### config.mk
export PLATFORM = sky130hd
export DESIGN_NAME = instr_encoder
export DESIGN_NICKNAME = d
export VERILOG_FILES = /design/src/rtl/instr_encoder.sv
export SDC_FILE = /design/constraint.sdc
export NUM_CORES = 1
export LEC_CHECK = 0
export ABC_CLOCK_PERIOD_IN_PS = 2800
export CORE_AREA = 2 2 147 149
export CTS_BUF_LIST = sky130_fd_sc_hd__clkbuf_16
export DETAILED_ROUTE_END_ITERATION = 8
export DIE_AREA = 0 0 149 151
export PLACE_DENSITY = 0.7
export SLEW_MARGIN = 30
export SYNTH_ARGS = -nofsm -noshare
export SYNTH_HDL_FRONTEND = slang
export SYNTH_SLANG_ARGS = --single-unit
### constraint.sdc
create_clock -name clk -period 2.8 [get_ports clk]
set_input_delay 0.56 -clock clk [delete_from_list [all_inputs] [get_ports clk]]
set_output_delay 0.56 -clock clk [all_outputs]
set_load 0.1 [all_outputs]
### src/rtl/instr_encoder.sv
// Instruction encoder: turns MIPS-like descriptors into 32-bit machine words,
// buffers them in a 2-entry FIFO with their byte address, and stops after
// 1024 words have been emitted.
module instr_encoder (
  input  logic        clk,
  input  logic        reset_n,
  input  logic        clear,
  input  logic        in_valid,
  output logic        in_ready,
  input  logic [4:0]  in_mnem,
  input  logic [4:0]  in_rs,
  input  logic [4:0]  in_rt,
  input  logic [4:0]  in_rd,
  input  logic [4:0]  in_shamt,
  input  logic [25:0] in_imm,
  output logic        out_valid,
  input  logic        out_ready,
  output logic [31:0] out_addr,
  output logic [31:0] out_instr,
  output logic [10:0] word_cnt,
  output logic        done,
  output logic        err
);

  localparam logic [31:0] BaseAddr = 32'h0000_3000;
  localparam logic [10:0] Capacity = 11'd1024;

  typedef enum logic [1:0] {StRun, StDrain, StDone} state_e;

  state_e      state_q;
  logic        live_q;
  logic [31:0] mem_addr_q  [2];
  logic [31:0] mem_instr_q [2];
  logic        rd_ptr_q, wr_ptr_q;
  logic [1:0]  occ_q, occ_d;
  logic [31:0] addr_q;
  logic [10:0] push_cnt_q, push_cnt_d;
  logic [10:0] word_cnt_q;
  logic        err_q;

  logic [31:0] enc_word;
  logic        enc_legal;
  logic        accept, push, pop;

  // Encode the descriptor; only the fields a format uses reach the word
  always_comb begin
    enc_word  = '0;
    enc_legal = 1'b1;
    unique case (in_mnem)
      5'd0:  enc_word = {6'h00, in_rs, in_rt, in_rd, 5'd0, 6'h21};
      5'd1:  enc_word = {6'h00, in_rs, in_rt, in_rd, 5'd0, 6'h23};
      5'd2:  enc_word = {6'h0D, in_rs, in_rt, in_imm[15:0]};
      5'd3:  enc_word = {6'h00, 5'd0, in_rt, in_rd, in_shamt, 6'h00};
      5'd4:  enc_word = {6'h00, in_rs, in_rt, in_rd, 5'd0, 6'h2A};
      5'd5:  enc_word = {6'h23, in_rs, in_rt, in_imm[15:0]};
      5'd6:  enc_word = {6'h21, in_rs, in_rt, in_imm[15:0]};
      5'd7:  enc_word = {6'h20, in_rs, in_rt, in_imm[15:0]};
      5'd8:  enc_word = {6'h2B, in_rs, in_rt, in_imm[15:0]};
      5'd9:  enc_word = {6'h29, in_rs, in_rt, in_imm[15:0]};
      5'd10: enc_word = {6'h28, in_rs, in_rt, in_imm[15:0]};
      5'd11: enc_word = {6'h04, in_rs, in_rt, in_imm[15:0]};
      5'd12: enc_word = {6'h05, in_rs, in_rt, in_imm[15:0]};
      5'd13: enc_word = {6'h03, in_imm};
      5'd14: enc_word = {6'h00, in_rs, 15'd0, 6'h08};
      5'd15: enc_word = {6'h02, in_imm};
      5'd16: enc_word = {6'h0F, 5'd0, in_rt, in_imm[15:0]};
      default: enc_legal = 1'b0;
    endcase
  end

  // Handshakes, next occupancy and push count; clear masks in_ready so no push
  always_comb begin
    in_ready   = live_q & (state_q == StRun) & (occ_q != 2'd2) & ~clear;
    out_valid  = (occ_q != 2'd0);
    out_addr   = out_valid ? mem_addr_q[rd_ptr_q] : '0;
    out_instr  = out_valid ? mem_instr_q[rd_ptr_q] : '0;
    accept     = in_valid & in_ready;
    push       = accept & enc_legal;
    pop        = out_valid & out_ready;
    occ_d      = occ_q + {1'b0, push} - {1'b0, pop};
    push_cnt_d = push_cnt_q + {10'd0, push};
  end

  assign word_cnt = word_cnt_q;
  assign done     = (state_q == StDone);
  assign err      = err_q;

  // FIFO storage, pointers, address/word counters and sticky error flag
  always_ff @(posedge clk or negedge reset_n) begin
    if (!reset_n) begin
      live_q         <= 1'b0;
      mem_addr_q[0]  <= '0;
      mem_addr_q[1]  <= '0;
      mem_instr_q[0] <= '0;
      mem_instr_q[1] <= '0;
      rd_ptr_q       <= 1'b0;
      wr_ptr_q       <= 1'b0;
      occ_q          <= '0;
      addr_q         <= BaseAddr;
      push_cnt_q     <= '0;
      word_cnt_q     <= '0;
      err_q          <= 1'b0;
    end else begin
      live_q <= 1'b1;
      if (clear) begin
        rd_ptr_q   <= 1'b0;
        wr_ptr_q   <= 1'b0;
        occ_q      <= '0;
        addr_q     <= BaseAddr;
        push_cnt_q <= '0;
        word_cnt_q <= '0;
        err_q      <= 1'b0;
      end else begin
        if (push) begin
          mem_addr_q[wr_ptr_q]  <= addr_q;
          mem_instr_q[wr_ptr_q] <= enc_word;
          wr_ptr_q              <= ~wr_ptr_q;
          addr_q                <= addr_q + 32'd4;
        end
        if (pop) begin
          rd_ptr_q   <= ~rd_ptr_q;
          word_cnt_q <= word_cnt_q + 11'd1;
        end
        if (accept && !enc_legal) err_q <= 1'b1;
        occ_q      <= occ_d;
        push_cnt_q <= push_cnt_d;
      end
    end
  end

  // Run until capacity is pushed, drain the FIFO, then park in done
  always_ff @(posedge clk or negedge reset_n) begin
    if (!reset_n) begin
      state_q <= StRun;
    end else if (clear) begin
      state_q <= StRun;
    end else begin
      unique case (state_q)
        StRun:   if (push_cnt_d == Capacity) state_q <= StDrain;
        StDrain: if (occ_d == 2'd0) state_q <= StDone;
        StDone:  state_q <= StDone;
        default: state_q <= StRun;
      endcase
    end
  end

endmodule

Yosys cells after proc, flatten, opt, wreduce, memory -nomap -nowiden

Cells that the tools add are included.

Register bits: 190
Latch bits: 0
Bits in writable memories: 0
Memory bits (read-only): 0
Input port bits: 56
Word-level logic and storage cells: 97
Memories kept: 0

Add/sub/neg operators: 5
$mul: 0
Div/mod/pow operators: 0
Magnitude comparators: 3
Equality and inequality tests: 22
Shifts and indexed selects: 0
Muxes and demuxes: 30
Bitwise gates (word level): 11
Reductions and logical operators: 13

Operators by type and width:

| cell                                                                   | count |
|---|---|
| 32-bit one-hot mux with 17 select lines                                | 1 |
| 32-bit 2-to-1 mux                                                      | 11 |
| 64-bit bitwise mux                                                     | 2 |
| 5-bit by 4-bit equality test with 1-bit output (second input constant) | 8 |
| 11-bit 2-to-1 mux                                                      | 3 |
| 32-bit by 3-bit adder with 32-bit output (second input constant)       | 1 |
| 32-bit demux with 1-bit select                                         | 1 |
| 5-bit by 3-bit equality test with 1-bit output (second input constant) | 4 |
| 17-bit OR reduction                                                    | 1 |
| 11-bit by 1-bit adder with 11-bit output                               | 1 |
| 11-bit by 1-bit adder with 11-bit output (second input constant)       | 1 |
| 11-bit equality test (second input constant)                           | 1 |
| 5-bit by 2-bit equality test with 1-bit output (second input constant) | 2 |
| 2-bit 2-to-1 mux                                                       | 4 |
| 2-bit nonzero test                                                     | 4 |
| 1-bit 2-to-1 mux                                                       | 7 |
| 1-bit AND                                                              | 6 |
| 2-bit one-hot mux with 3 select lines                                  | 1 |
| 5-bit by 1-bit equality test with 1-bit output (second input constant) | 1 |
| 5-bit equality test (second input constant)                            | 1 |
| 5-bit logical NOT                                                      | 1 |
| 2-bit >= comparator (second input constant)                            | 2 |
| 2-bit logical NOT                                                      | 2 |
| 1-bit NOT with 2-bit output                                            | 2 |
| other kinds (12)                                                       | 16 |

Depth between registers and ports, before layout

Gate-level depths: netlist of run 1.

Depth after elaboration: 12
Depth in mapped cells: 13
Gate-level depth less buffers: 13

Worst setup path before layout of run 1

Ideal clock, no wire load.

Kind: reg2out
Start point: register rd_ptr_q
End point: output out_addr[10]
Data arrival time: 2433 ps
Required time: 2240 ps
Setup slack: -193 ps
Stages on the path, launching flop included: 5
Path through: dfrtp_1 clkbuf_1 buf_1 mux2i_1 nor2_1

Cells in the longest elaborated chain, start to end: 5

Ends and longest elaborated chain:

| element                                               | line | text |
|---|---|---|
| from (decl)                                           | 34   | `logic rd_ptr_q, wr_ptr_q;` |
| from (signal assigned)                                | 121  | `rd_ptr_q <= ~rd_ptr_q;` |
| 1-bit NOT with 2-bit output (not written as such)     | 75   | `out_addr = out_valid ? mem_addr_q[rd_ptr_q] : '0;` |
| 32-bit 2-to-1 mux (not written as such) (3 in series) | 75   |  |
| 32-bit 2-to-1 mux                                     | 75   |  |
| to (decl)                                             | 18   | `output logic [31:0] out_addr,` |

Every way passes these cells. The select of a mux whose other input is x is not followed.

Worst setup path after layout of run 1

Start point: register state_q[0]
End point: register state_q[1]

Cells in the longest elaborated chain, start to end: 11

Ends and longest elaborated chain:

| element                                                                           | line | text |
|---|---|---|
| from (decl)                                                                       | 30   | `state_e state_q;` |
| from (signal assigned)                                                            | 134  | `state_q <= StRun;` |
| from (signal assigned)                                                            | 136  | `state_q <= StRun;` |
| from (signal assigned)                                                            | 139  | `StRun: if (push_cnt_d == Capacity) state_q <= StDrain;` |
| branches (longest 11 deep; another with 11-bit by 1-bit adder with 11-bit output) | --   |  |

Several ways; the timed one is not identified.
A chain may end at the register's enable or synchronous reset.

==> results_dict.tcl, run 1 <==
set metrics [dict create \
    status "finished, final reports clean" \
    io_buffers 131 \
    ys_top_cells_by_count "241 x nand2_1, 180 x dfrtp_1, 139 x nor2_1" \
    clock_skew_ps 13.5 \
    synth.cell_area_sq_um 9220 \
    vias 7574 \
    max-slew-margin-rel 0.560 \
    drive_above_1_share 0.218 \
    hold_buffers 0 \
    path_cells "inv_2, ha_4, nand4_1, nor2_4, inv_2, ha_1, inv_1, ha_2, xor3_1, o21a_1, nor3_2, a41oi_2, mux2i_1" \
    yosys_warnings 0 \
    worstSetupPathType "reg2reg" \
    final_cells 1456 \
    drc 0 \
    maxCapViolCount 0 \
    internal-power_mw 5.20 \
    row_count 53 \
    critPathBufInv 3 \
    critical_path.max_fanout 4 \
    peakVddDrop_uv 547 \
    start_util 0.443 \
    fin_crit_ps 2630 \
    antenna_cells 0 \
    total_power_mw 8.97 \
    p_seq_frac 0.347 \
    cts_root_buffer "clkbuf_16" \
    switching_share 0.421 \
    final_hold_viol_count 0 \
    dr.pass1.iters 7 \
    synth_ff_type "dfrtp_1" \
    fin_area_sq_um 12200 \
    grt_max_degree 61 \
    post-dp-hpwl_microns 15000 \
    p_sw_mw 3.77 \
    combPwrFrac 0.402 \
    synthArstFlopShare 1.00 \
    cts_tree "yes" \
    antenna_found_initial 0 \
    cts.sinks 182 \
    cpMostUsedCell "inv_2" \
    ys_seq_elements 182 \
    fmax_ghz 0.380 \
    overflow 0 \
    drtIter0Drc 398 \
    htreeDepth 4 \
    ant_nets 0 \
    pin_count 135 \
    end_kind "flip-flop" \
    syn_inst 1032 \
    worst_path_largest_cell_delay_ps 420 \
    power_frac_clock 0.252 \
    slew_viol_final 0 \
    p_leak_nw 5.37 \
    die_w_microns 149 \
    gp_congestion 0.793 \
    yosysTopAreaCell "dfrtp_1" \
    synth_top_cell_area_share 0.488 \
    wl_per_cell_microns 15.2 \
    yosysMostFrequentCell "nand2_1" \
    synth_edf_count 0 \
    hold_slack_ps 78.8 \
    grt.total_usage 0.208 \
    viasPerCell 5.20 \
    setup_viol 0 \
    cts.clk_slew.worst_paths_ps 80 \
    clk_path_buf_depth 2 \
    synth.avg_cell_area_sq_um 8.94 \
    setup_tns_ps 0 \
    arrival_ps 2950 \
    fp.dieH_microns 151 \
    cp.required_ps 3120 \
    grt_pass1_wl_microns 37600 \
    cp-start-kind "flip-flop" \
    dp_cells 1422 \
    hold_path.class "in2async" \
    die_area_sq_um 22500 \
    drt-total-wl_microns 22200 \
    num-nets-final 1234 \
    area_growth_pct 32.3 \
    cp_slowest_cell "dfrtp_1" \
    critical_path.top_delay_family "simple AND/OR/NAND/NOR gates" \
    cts_buffers 17 \
    synth_cell_types 57 \
    r2r_setup_slack_ps 170 \
    fin_crit_sh 0.940 \
    yosys-top-cells-area "dfrtp_1 49%, nand2_1 9.8%, mux2i_1 6.9%" \
    place_area_sq_um 11600 \
    core_area_sq_um 20800 \
    clk_latency_ps 430 \
    first_global_vias 7497 \
    synth_seq_area_share 0.494 \
    power.density_nw_per_um2 735 \
    worst_slew_pin_slew_ps 660 \
]
==> kinds of logic (layout without fill, tap and decap cells) <==
group           count (synthesis)  in the layout  share of synthesized area
compound gates                144            144                     0.0941
buf+inv                        85            232                     0.0383
flops                         182            182                      0.494
xor+xnor                       38             38                     0.0377
other cells                     2              4                   0.000814
fa+ha+maj                      10             10                     0.0136
simple gates                  499            499                      0.242
mux                            72             72                     0.0792
==> cell type report <==
cell class / instances / area [sq um]
Inverter: 18 / 67.6
Multi-Input combinational cell: 767 / 4550
Clock inverter: 15 / 121
Timing Repair Buffer: 182 / 2140
Fill cell: 1822 / 8620
Clock buffer: 17 / 425
Sequential cell: 182 / 4560
Tap cell: 275 / 344
==> metrics by stage <==
| stage | utilization | setup WS, ps |
|---|---|---|
| 5_1_grt | 0.586 | -23.8 |
| 2_1_floorplan | - | 43.8 |
| 3_3_place_gp | 0.556 | -398 |
| 4_1_cts | 0.583 | 13.9 |
| 6_report | 0.586 | 168 |
| 3_5_place_dp | 0.556 | -468 |
==> flip-flops by register name, summed over array words and instances (netlist names) <==
name,flops
addr_q,30
push_cnt_q,11
wr_ptr_q,1
occ_q,2
rd_ptr_q,1
mem_addr_q,60
mem_instr_q,62
state_q,2
live_q,1
word_cnt,11
err,1
==> power by group through the flow <==
stage               Combinational [mW]  Sequential (mW)  Clock, mW
global placement                  3.60             3.15          0
finish                            3.61             3.11       2.26
CTS                               3.63             3.11       2.31
detailed placement                3.63             3.16          0
global route                      3.81             3.15       2.41
floorplan                         2.55             3.16          0
==> cells in the final DEF (no fill, tap or decap), types with 6 or more instances in the layout <==
cell and count:
nand3_1 16, nand2_1 241, a21oi_1 19, clkbuf_16 17, nand2b_1 12, xor2_1 17
nand4_1 9, ha_1 7, nor4_1 12, nor2_1 77, mux2_2 8, buf_4 77
and4_1 8, a31oi_1 30, inv_1 16, buf_12 50, mux2i_1 63, clkdlybuf4s50_1 49
xnor2_1 20, dfrtp_1 179, nor2_2 60, nor2b_1 10, a22oi_1 12, o31ai_1 11
nor3_1 10, o21ai_0 52, or4_1 13, and3_1 6
==> path summary, 6_finish.rpt <==
| path | start | endpoint | depth (start not counted) |
|---|---|---|---|
| worst max-delay path | state_q[0] | state_q[1] | 13 |
| worst min-delay path | reset_n | mem_instr_q[6] | 1 |
| worst max register to register | state_q[0] | state_q[1] | 13 |
| worst min register to register | mem_addr_q[38] | mem_addr_q[38] | 2 |
| max in group asynchronous | reset_n | mem_addr_q[55] | 2 |
| min in group clk | mem_addr_q[38] | mem_addr_q[38] | 2 |
==> what timing repair did <==
action	4_1_cts	5_1_grt
pin swaps	0	7
setup endpoints to repair	1	2
setup buffers	0	2
gates resized for setup	2	16
==> routing by layer <==
metal,share of wire,wire [microns],GRT usage,vias to the layer above
met5,0,0,0,-
met4,0.015,343,0.0648,0
met2,0.49,10800,0.340,140
met1,0.47,10300,0.288,3664
met3,0.031,692,0.0283,21
li1,-,-,-,3749
No activity file was read; power rests on OpenSTA's default activity.
==> run 2, diff against run 1 <==
- ABC_AREA: not set -> 1
- CORE_AREA: 2 2 147 149 -> 2 2 149 151
- DIE_AREA: 0 0 149 151 -> 0 0 151 153
- SLEW_MARGIN: 30 -> 10
==> run 2 against run 1 <==
- worst hold slack got worse by 11 ps
- non-clock buffer count decreased by 11
- critical path type is now reg2out
- register-to-register slack improved by 50 ps
- largest power group unchanged
- power increased by 17%
- utilization increased by 1.0 points
- die area increased by 2.7%
- clock skew decreased by 4.2 ps
- clock-buffer cell count unchanged
==> results_dict.tcl, run 2 <==
set metrics [dict create \
    fmax_ghz 0.384 \
    yosysTopAreaCell "dfrtp_1" \
    drtIter0Drc 613 \
    synth_edf_count 0 \
    antenna_cells 0 \
    worst_path_largest_cell_delay_ps 630 \
    fp.dieH_microns 153 \
    htreeDepth 4 \
    first_global_vias 8374 \
    synth_seq_area_share 0.480 \
    p_leak_nw 5.93 \
    clock_skew_ps 9.33 \
    ant_nets 0 \
    core_area_sq_um 21500 \
    num-nets-final 1492 \
    largest_register_ffs 62 \
    r2r_setup_slack_ps 220 \
    syn_inst 1294 \
    cp.required_ps 2240 \
    yosys-top-cells-area "dfrtp_1 47%, nand2_1 20%, inv_1 4.6%" \
    start_util 0.442 \
    cts_buffers 17 \
    path_cells "inv_2, buf_4, nand2_1, a21oi_2, buf_12" \
    status "finished, final reports clean" \
    synth_ff_type "dfrtp_1" \
    yosysMostFrequentCell "nand2_1" \
    met3_usage 0.0346 \
    power.density_nw_per_um2 818 \
    reg2reg_from "state_q[1]" \
    multiInputGateArea_sq_um 4500 \
    viasPerCell 5.16 \
    critPathBufInv 3 \
    use_met2 0.357 \
    place_area_sq_um 12200 \
    setup_viol 0 \
    final_hold_viol_count 0 \
    synth.cell_area_sq_um 9500 \
    rr_worst_depth 18 \
    antenna_found_initial 0 \
    drc 0 \
    wl_per_cell_microns 14.4 \
    area_growth_pct 34.9 \
    overflow 0 \
    grt_max_degree 58 \
    drt-total-wl_microns 24700 \
    synthArstFlopShare 1.00 \
    internal-power_mw 5.93 \
    yosys_warnings 0 \
    final_cells 1719 \
    fin_area_sq_um 12800 \
    slew_viol_final 0 \
    grt.total_usage 0.222 \
    combPwrFrac 0.439 \
    drive_above_1_share 0.170 \
    rsz0062_at_grt "false" \
    maxCapViolCount 0 \
    hold_buffers 0 \
    p_seq_frac 0.328 \
    seq_area_sq_um 4560 \
    rr_endpoint "state_q[0]" \
    ys_seq_elements 182 \
    fin_crit_ps 2610 \
    grt_pass1_wl_microns 41700 \
    ys_top_cells_by_count "502 x nand2_1, 180 x dfrtp_1, 117 x inv_1" \
    critical_path.top_delay_family "buffers and inverters" \
    vias 8873 \
    gr-max-usage-layer "met2" \
    cp-start-kind "flip-flop" \
    worstSetupPathType "reg2out" \
    row_count 54 \
    cts_tree "yes" \
    die_area_sq_um 23100 \
    die_w_microns 151 \
    synth_cell_types 37 \
    power_frac_clock 0.233 \
    critical_path.max_fanout 21 \
    nFillCells 1904 \
    post-dp-hpwl_microns 17400 \
    cts_root_buffer "clkbuf_16" \
    pin_count 135 \
    dp_cells 1687 \
    clk_latency_ps 440 \
    cts.sinks 182 \
    dr.pass1.iters 5 \
    cp_slowest_cell "dfrtp_4" \
    end_kind "output pin" \
    synth.avg_cell_area_sq_um 7.34 \
    hold_path.class "in2async" \
    regMostFlops "mem_instr_q" \
    peakVddDrop_uv 576 \
    final_core_util 0.596 \
    fin_crit_sh 0.931 \
    worst_slew_pin_slew_ps 579 \
    reg_top3 "mem_instr_q (62), mem_addr_q (60), addr_q (30)" \
    max-slew-margin-rel 0.610 \
    switching_share 0.434 \
    cts.clk_slew.worst_paths_ps 70 \
    io_buffers 131 \
    most-common-layout-cells "499 x nand2_1, 179 x dfrtp_1, 114 x inv_1" \
    synth_top_cell_area_share 0.474 \
    gp_congestion 0.943 \
    arrival_ps 2050 \
    final_common_cell "nand2_1" \
    clk_path_buf_depth 2 \
    p_sw_mw 4.54 \
    grtUsageMet1 0.311 \
]
-- run 2: cell types whose count changed in the layout (fill, tap and decap cells not counted), sizes merged, moves of 64 or more --
cell	previous run	this run
o21ai	54	136
inv	27	132
nor2	140	76
a21oi	19	84
mux2i	64	0
nand2	241	505
-- run 2: final cells by class --
type / instances / share of cell area
clock inverter: 15 / 0.0132
inverter: 126 / 0.0387
tap: 280 / 0.0273
sequential: 182 / 0.356
timing repair buffer: 171 / 0.180
clock buffer: 17 / 0.0332
multi-input combinational: 928 / 0.351
-- run 2: worst reg2reg max path: cells and delay by family, from the launching register on --
kind	cells	cell delay [ps]
fa+ha+maj	3	650
simple gates	9	960
buf+inv	4	230
flops	1	420
compound gates	2	280
-- run 2: how the worst max path moves through the flow --
stage / endpoint / cells after the start / from
final: out_instr[22] / 5 / rd_ptr_q
after global routing: state_q[0] / 18 / state_q[0]
after CTS: state_q[1] / 18 / state_q[0]
after detailed placement: state_q[1] / 18 / clear
after global placement: state_q[0] / 21 / clear
after floorplan: out_addr[24] / 4 / rd_ptr_q
-- run 2: what timing repair did --
action / in CTS / in global routing
setup endpoints to repair: 0 / 2
gates resized for setup: 0 / 6
setup buffers: 0 / 0
-- run 2: kinds of logic after synthesis --
kind of cell	Yosys count	share of synthesized area
AOI/OAI and AO/OA	228	0.122
xor gates and xnor gates	7	0.00645
adders and majority gates	10	0.0132
buffers and inverters	186	0.0841
DFF	182	0.480
other	2	0.000790
and+or+nand+nor	679	0.294
-- run 2: layer usage --
layer	vias to the layer above	routed length [microns]
met5	-	0
met2	218	11800
met3	33	1060
met4	0	391
li1	4376	-
met1	4246	11400
-- run 2: through the flow --
stage / power, mW / hold WS [ps] / TNS [ps] / setup WS, ps
floorplan: 6.47 / 264 / -1880 / -364
global placement: 8.01 / 449 / -333 / -170
detailed placement: 8.08 / 455 / -585 / -293
CTS: 10.5 / 80.5 / 0 / 163
global route: 11.0 / 99.1 / 0 / 5.41
finish: 10.5 / 67.8 / 0 / 194
-- run 2: power groups by stage --
stage                     registers, mW  logic [mW]  clock network (mW)
final                              3.43        4.60                2.44
after global routing               3.49        4.90                2.60
after detailed placement           3.47        4.61                   0
after floorplan                    3.41        3.05                   0
after global placement             3.46        4.55                   0
after CTS                          3.43        4.62                2.49
